$ cat config.mk
export PLATFORM = sky130hd
export DESIGN_NAME = proj_residual_writer
export DESIGN_NICKNAME = d
export VERILOG_FILES = /design/src/rtl/proj_residual_writer_pkg.sv /design/src/rtl/proj_residual_writer_counter.sv /design/src/rtl/proj_residual_writer.sv
export SDC_FILE = /design/constraint.sdc
export NUM_CORES = 1
export LEC_CHECK = 0
export ABC_AREA = 1
export CAP_MARGIN = 15
export CORE_MARGIN = 2
export CORE_UTILIZATION = 45
export CTS_CLUSTER_DIAMETER = 120
export DETAILED_ROUTE_END_ITERATION = 12
export PLACE_DENSITY_LB_ADDON = 0.05
export SETUP_SLACK_MARGIN = 0.3
export SYNTH_ARGS = -nofsm -noshare
export SYNTH_HDL_FRONTEND = slang
export SYNTH_HIERARCHICAL = 1
export SYNTH_SLANG_ARGS = --single-unit
$ cat constraint.sdc
create_clock -name clk -period 3.2 [get_ports clk]
set_input_delay 0.48 -clock clk [delete_from_list [all_inputs] [get_ports clk]]
set_output_delay 0.48 -clock clk [all_outputs]
set_load 0.02 [all_outputs]
$ cat src/rtl/proj_residual_writer_pkg.sv
// Shared parameters, destination names and FSM encoding for the residual receive path.
package proj_residual_writer_pkg;

   localparam int NDEST  = 12;
   localparam int DATA_W = 54;
   localparam int ADDR_W = 6;
   localparam int PAGE_W = 3;
   localparam int DEST_W = 4;
   localparam int WA_W   = PAGE_W + ADDR_W;

   localparam logic [ADDR_W-1:0] CNT_MAX = {ADDR_W{1'b1}};

   typedef enum logic [DEST_W-1:0] {
      L1L2_1 = 4'd0, L1L2_2 = 4'd1, L1L2_3 = 4'd2,  L1L2_4 = 4'd3,
      L3L4_1 = 4'd4, L3L4_2 = 4'd5, L3L4_3 = 4'd6,  L3L4_4 = 4'd7,
      L5L6_1 = 4'd8, L5L6_2 = 4'd9, L5L6_3 = 4'd10, L5L6_4 = 4'd11
   } dest_e;

   typedef enum logic [1:0] {
      ST_IDLE  = 2'd0,
      ST_RUN   = 2'd1,
      ST_FLUSH = 2'd2
   } state_e;

endpackage

$ cat src/rtl/proj_residual_writer_counter.sv
// Per-destination saturating item counter; clear with a simultaneous increment yields 1.
module residual_wr_counter
   import proj_residual_writer_pkg::*;
(
   input  logic              clk,
   input  logic              reset_n,
   input  logic              clear,
   input  logic              inc,
   output logic              full,
   output logic [ADDR_W-1:0] count,
   output logic [ADDR_W-1:0] count_next
);

   assign full = (count == CNT_MAX);

   // Next count: clear wins, increment holds at the all-ones ceiling
   always_comb begin
      count_next = count;
      if (clear) begin
         count_next = inc ? ADDR_W'(1) : ADDR_W'(0);
      end else if (inc && !full) begin
         count_next = count + ADDR_W'(1);
      end else begin
         count_next = count;
      end
   end

   // Count register
   always_ff @(posedge clk or negedge reset_n) begin
      if (!reset_n) begin
         count <= {ADDR_W{1'b0}};
      end else begin
         count <= count_next;
      end
   end

endmodule

$ cat src/rtl/proj_residual_writer.sv
// Writes returned residual words into per-destination paged memories and publishes
// per-destination item counts at the end of every BX.
module proj_residual_writer
   import proj_residual_writer_pkg::*;
(
   input  logic                    clk,
   input  logic                    reset_n,
   input  logic                    start,
   input  logic [PAGE_W-1:0]       BX,
   input  logic                    in_valid,
   input  logic [DEST_W-1:0]       in_dest,
   input  logic [DATA_W-1:0]       in_data,
   input  logic                    in_last,
   output logic [NDEST-1:0]        wr_en,
   output logic [NDEST*WA_W-1:0]   wr_addr,
   output logic [DATA_W-1:0]       wr_data,
   output logic [NDEST*ADDR_W-1:0] nitems,
   output logic                    done,
   output logic                    overflow,
   output logic                    bad_dest
);

   state_e                    state_r;
   logic [PAGE_W-1:0]         page_r;
   logic [PAGE_W-1:0]         page_s;
   logic                      valid_s;
   logic                      ovf_s;
   logic                      bad_s;
   logic [NDEST-1:0]          dec_s;
   logic [NDEST-1:0]          full_s;
   logic [NDEST-1:0]          wr_s;
   logic [NDEST*ADDR_W-1:0]   cnt_s;
   logic [NDEST*ADDR_W-1:0]   cnt_nxt_s;
   logic [NDEST*WA_W-1:0]     widx_s;

   // Acceptance, destination decode and drop classification
   always_comb begin
      valid_s = in_valid && (start || (state_r == ST_RUN));
      page_s  = start ? BX : page_r;
      dec_s   = {NDEST{1'b0}};
      wr_s    = {NDEST{1'b0}};
      widx_s  = {(NDEST*WA_W){1'b0}};
      for (int d = 0; d < NDEST; d++) begin
         dec_s[d] = (in_dest == DEST_W'(d));
         // a starting BX has freshly cleared counters, so nothing is full yet
         wr_s[d]  = valid_s && dec_s[d] && (start || !full_s[d]);
         widx_s[d*WA_W +: WA_W] = {page_s, start ? {ADDR_W{1'b0}} : cnt_s[d*ADDR_W +: ADDR_W]};
      end
      ovf_s = valid_s && !start && |(dec_s & full_s);
      bad_s = valid_s && !(|dec_s);
   end

   for (genvar g = 0; g < NDEST; g++) begin : g_cnt
      residual_wr_counter u_cnt (
         .clk        (clk),
         .reset_n    (reset_n),
         .clear      (start),
         .inc        (wr_s[g]),
         .full       (full_s[g]),
         .count      (cnt_s[g*ADDR_W +: ADDR_W]),
         .count_next (cnt_nxt_s[g*ADDR_W +: ADDR_W])
      );
   end

   // BX sequencing FSM and count publication
   always_ff @(posedge clk or negedge reset_n) begin
      if (!reset_n) begin
         state_r <= ST_IDLE;
         done    <= 1'b0;
         nitems  <= {(NDEST*ADDR_W){1'b0}};
      end else begin
         done <= 1'b0;
         case (state_r)
            ST_IDLE: begin
               state_r <= start ? ST_RUN : ST_IDLE;
            end
            ST_RUN: begin
               if (start) begin
                  done    <= 1'b1;
                  nitems  <= cnt_s;
                  state_r <= ST_RUN;
               end else if (in_last) begin
                  // publish including the word accepted alongside in_last
                  done    <= 1'b1;
                  nitems  <= cnt_nxt_s;
                  state_r <= ST_FLUSH;
               end else begin
                  state_r <= ST_RUN;
               end
            end
            ST_FLUSH: begin
               state_r <= start ? ST_RUN : ST_IDLE;
            end
            default: begin
               state_r <= ST_IDLE;
            end
         endcase
      end
   end

   // Write port, page latch and per-BX sticky flags
   always_ff @(posedge clk or negedge reset_n) begin
      if (!reset_n) begin
         wr_en    <= {NDEST{1'b0}};
         wr_addr  <= {(NDEST*WA_W){1'b0}};
         wr_data  <= {DATA_W{1'b0}};
         page_r   <= {PAGE_W{1'b0}};
         overflow <= 1'b0;
         bad_dest <= 1'b0;
      end else begin
         wr_en  <= wr_s;
         page_r <= page_s;
         if (|wr_s) begin
            wr_data <= in_data;
         end else begin
            wr_data <= wr_data;
         end
         for (int d = 0; d < NDEST; d++) begin
            if (wr_s[d]) begin
               wr_addr[d*WA_W +: WA_W] <= widx_s[d*WA_W +: WA_W];
            end else begin
               wr_addr[d*WA_W +: WA_W] <= wr_addr[d*WA_W +: WA_W];
            end
         end
         overflow <= (start ? 1'b0 : overflow) | ovf_s;
         bad_dest <= (start ? 1'b0 : bad_dest) | bad_s;
      end
   end

endmodule
==> flow_summary.json <==
{
  "status": "finished, final reports clean",
  "clkTransAtPathRegs_ps": 60,
  "grt_max_degree": 113,
  "rsz0062_at_grt": "no",
  "crit_cells": 12,
  "grt_first_pass_wirelength_um": 68900,
  "crit_top_cell": "nand2_1",
  "drive_above_1_share": 0.110,
  "initial_utilization": 0.456,
  "r2r_slack_ps": 600,
  "ys_types": 29,
  "routed_wl_um": 41900,
  "gp_congestion": 0.804,
  "ys.flop_type": "dfrtp_1",
  "cp.arrival_ps": 3040,
  "vias": 13067,
  "reg2reg_depth": 12,
  "fp.dieH_um": 188,
  "htree_num_levels": 2,
  "setup_viol": 0,
  "antenna_left": 0,
  "worstSetupEndpointType": "flip-flop",
  "synth_area_leaders": "dfrtp_1, nand2_1, nand3_1",
  "critPathKind": "flip-flop to flip-flop",
  "clockBufferDepth": 3,
  "clk-insertion-delay-late_ps": 510,
  "yosysWarnings": 6,
  "synth_cells": 1806,
  "timing.final.crit_share": 0.812,
  "cts-hold-fix-buffers": 1,
  "drt_iter0_drc": 742,
  "avgViaCountPerCell": 5.04,
  "ios": 315,
  "fin_hold_ws_ps": 473,
  "antenna_found_initial": 1,
  "netlist.area_leader.share": 0.533,
  "synth.most_common_cell": "nand2_1",
  "timing.rr.start": "g_cnt[11].u_cnt/count[0]$_DFF_PN0_",
  "io_buffer_count": 314,
  "slew_violations": 0,
  "critPathLaunchType": "flip-flop",
  "worstHoldEndpoint": "page_r[2]$_DFF_PN0_",
  "rows": 67,
  "drtPass1Iterations": 5,
  "cpPeakStageDelay_ps": 590,
  "cap_viol_max_count": 0,
  "final_util": 0.601,
  "slowest_stage": "buf_4",
  "path_delay_family": "simple AND/OR/NAND/NOR gates",
  "crit_fanout": 54,
  "drcViolationCount": 0,
  "syn_area_um2": 15300,
  "skew_ps": 10.6,
  "cts_root_buffer": "clkbuf_16",
  "cts_tree": "built",
  "synth_edf_count": 0,
  "coreArea_um2": 33500,
  "cts.sinks": 326,
  "min_path_cells": 2,
  "synthTopCellsByCount": "nand2_1, dfrtp_1, nor2_1, nand3_1, inv_1",
  "timing.final.crit_period_ps": 2600,
  "power.leakage_nw": 9.24,
  "ys_ff_latch": 326,
  "path_cells": "ha_1 -> nand3_2 -> nor2_4 -> inv_1 -> nor2_1 -> nor2_1 -> nand2_1 -> nand2_1 -> nor2_4 -> buf_4 -> nand3_1 -> nand2_1",
  "grt_pass1_vias": 12765,
  "die_width_um": 188,
  "dp_hpwl_um": 28500,
  "ctsResizeCount": 0,
  "cts_buffers": 36,
  "min_from": "page_r[2]$_DFF_PN0_",
  "ys_seq_area_frac": 0.533,
  "syn_to_final_growth_pct": 31.7,
  "grt_overflow_total": 0,
  "ir_worst_vdd_v": 0.000401,
  "grtUsageTotal": 0.238,
  "slew_headroom": 0.406,
  "hold_violations": 0,
  "r2r_end": "wr_data[29]$_DFFE_PN0P_",
  "synth_nets": 1884,
  "syn_area_per_cell_um2": 8.47,
  "nets": 2198,
  "tns_ps": 0,
  "max_freq_mhz": 385,
  "yosys.area.top_type": "dfrtp_1",
  "synthArstFlopShare": 1.00,
  "powerDensity_nw_per_um2": 707,
  "critPathRequiredTime_ps": 3640,
  "min_path_type": "flip-flop to flip-flop",
  "worstMarginPinSlew_ps": 891,
  "post_drt_wl_per_cell_um": 16.2,
  "path_buf_inv": 2,
  "die-area_um2": 35500,
  "cts_setup_buffers": 0
}
[per-stage QoR]
stage,worst slack [ps],power (mW),instances,instance area (um2)
2_1_floorplan,890,7.73,1806,15300
3_3_place_gp,484,10.0,2529,18900
3_5_place_dp,434,10.1,2529,18900
4_1_cts,583,14.4,2590,20200
5_1_grt,325,15.0,2590,20200
6_report,601,14.3,2591,20200
[state kept, by name, indices dropped and copies added (netlist names)]
register and count:
bad_dest 1, overflow 1, wr_en 12, nitems 72, state_r 2, wr_addr 108
g_cnt.u_cnt/count 72, wr_data 54, page_r 3, done 1
[power by group]
group	switching [mW]	internal, mW	leakage, nW
Sequential	0.512	4.97	4.29
Clock	1.62	2.67	0.598
Combinational	2.48	1.99	4.35
Total	4.62	9.64	9.24
[cell families (layout without fill, tap and decap cells)]
group / count (synthesis) / after routing / share of synthesized area
simple gates: 1071 / 1071 / 0.315
flops: 326 / 326 / 0.533
buf+inv: 198 / 534 / 0.0582
compound gates: 187 / 187 / 0.0709
fa+ha+maj: 12 / 12 / 0.00981
xor+xnor: 12 / 12 / 0.0128
other cells: 0 / 1 / 0
[area by class of cell]
type	instances	area, um2
Clock inverter	8	169
Antenna cell	1	2.50
Fill cell	2974	13400
Sequential cell	326	8160
Inverter	123	464
Timing Repair Buffer	351	3490
Tap cell	448	561
Multi-Input combinational cell	1282	6260
Clock buffer	52	1050
[how the worst max path moves through the flow]
stage                                                   from                       to  slack, ps
after floorplan           g_cnt[10].u_cnt/count[0]$_DFF_PN0_   nitems[63]$_DFFE_PN0P_        890
after global placement                            in_dest[3]  wr_data[49]$_DFFE_PN0P_        480
after detailed placement                          in_dest[3]   nitems[70]$_DFFE_PN0P_        430
after CTS                  g_cnt[2].u_cnt/count[0]$_DFF_PN0_  wr_data[14]$_DFFE_PN0P_        580
after global routing       g_cnt[4].u_cnt/count[0]$_DFF_PN0_   wr_data[1]$_DFFE_PN0P_        320
final                     g_cnt[11].u_cnt/count[0]$_DFF_PN0_  wr_data[29]$_DFFE_PN0P_        600
[per-layer routing]
| metal | track usage | routed length (um) |
|---|---|---|
| met5 | 0 | 0 |
| met4 | 0.0658 | 1050 |
| met3 | 0.0555 | 2800 |
| met2 | 0.381 | 19200 |
| met1 | 0.326 | 18900 |
[worst min-delay path: cells and delay by family, from the launching register on]
| family | cells | cell delay, ps |
|---|---|---|
| flip-flops | 1 | 320 |
| AND/OR/NAND/NOR | 2 | 110 |
[cells in the final DEF, fill, tap and decap left out, types with 2 or more instances in the layout]
master	instances
nand2_1	619
dfrtp_1	326
clkdlybuf4s50_1	312
nor2_1	172
nand3_1	135
inv_1	110
a31oi_1	72
o21ai_0	46
nand2_2	39
nand4_1	38
clkbuf_16	37
nand3_2	35
buf_4	32
o21ai_1	27
a21oi_1	26
nor2_4	21
a21oi_2	13
inv_2	12
xor2_2	12
ha_1	12
nor2_2	8
clkbuf_1	8
clkbuf_8	7
bufinv_16	5
buf_12	5
nand2_4	2
clkinv_2	2
Note: power is estimated with default switching activity, not from simulation.
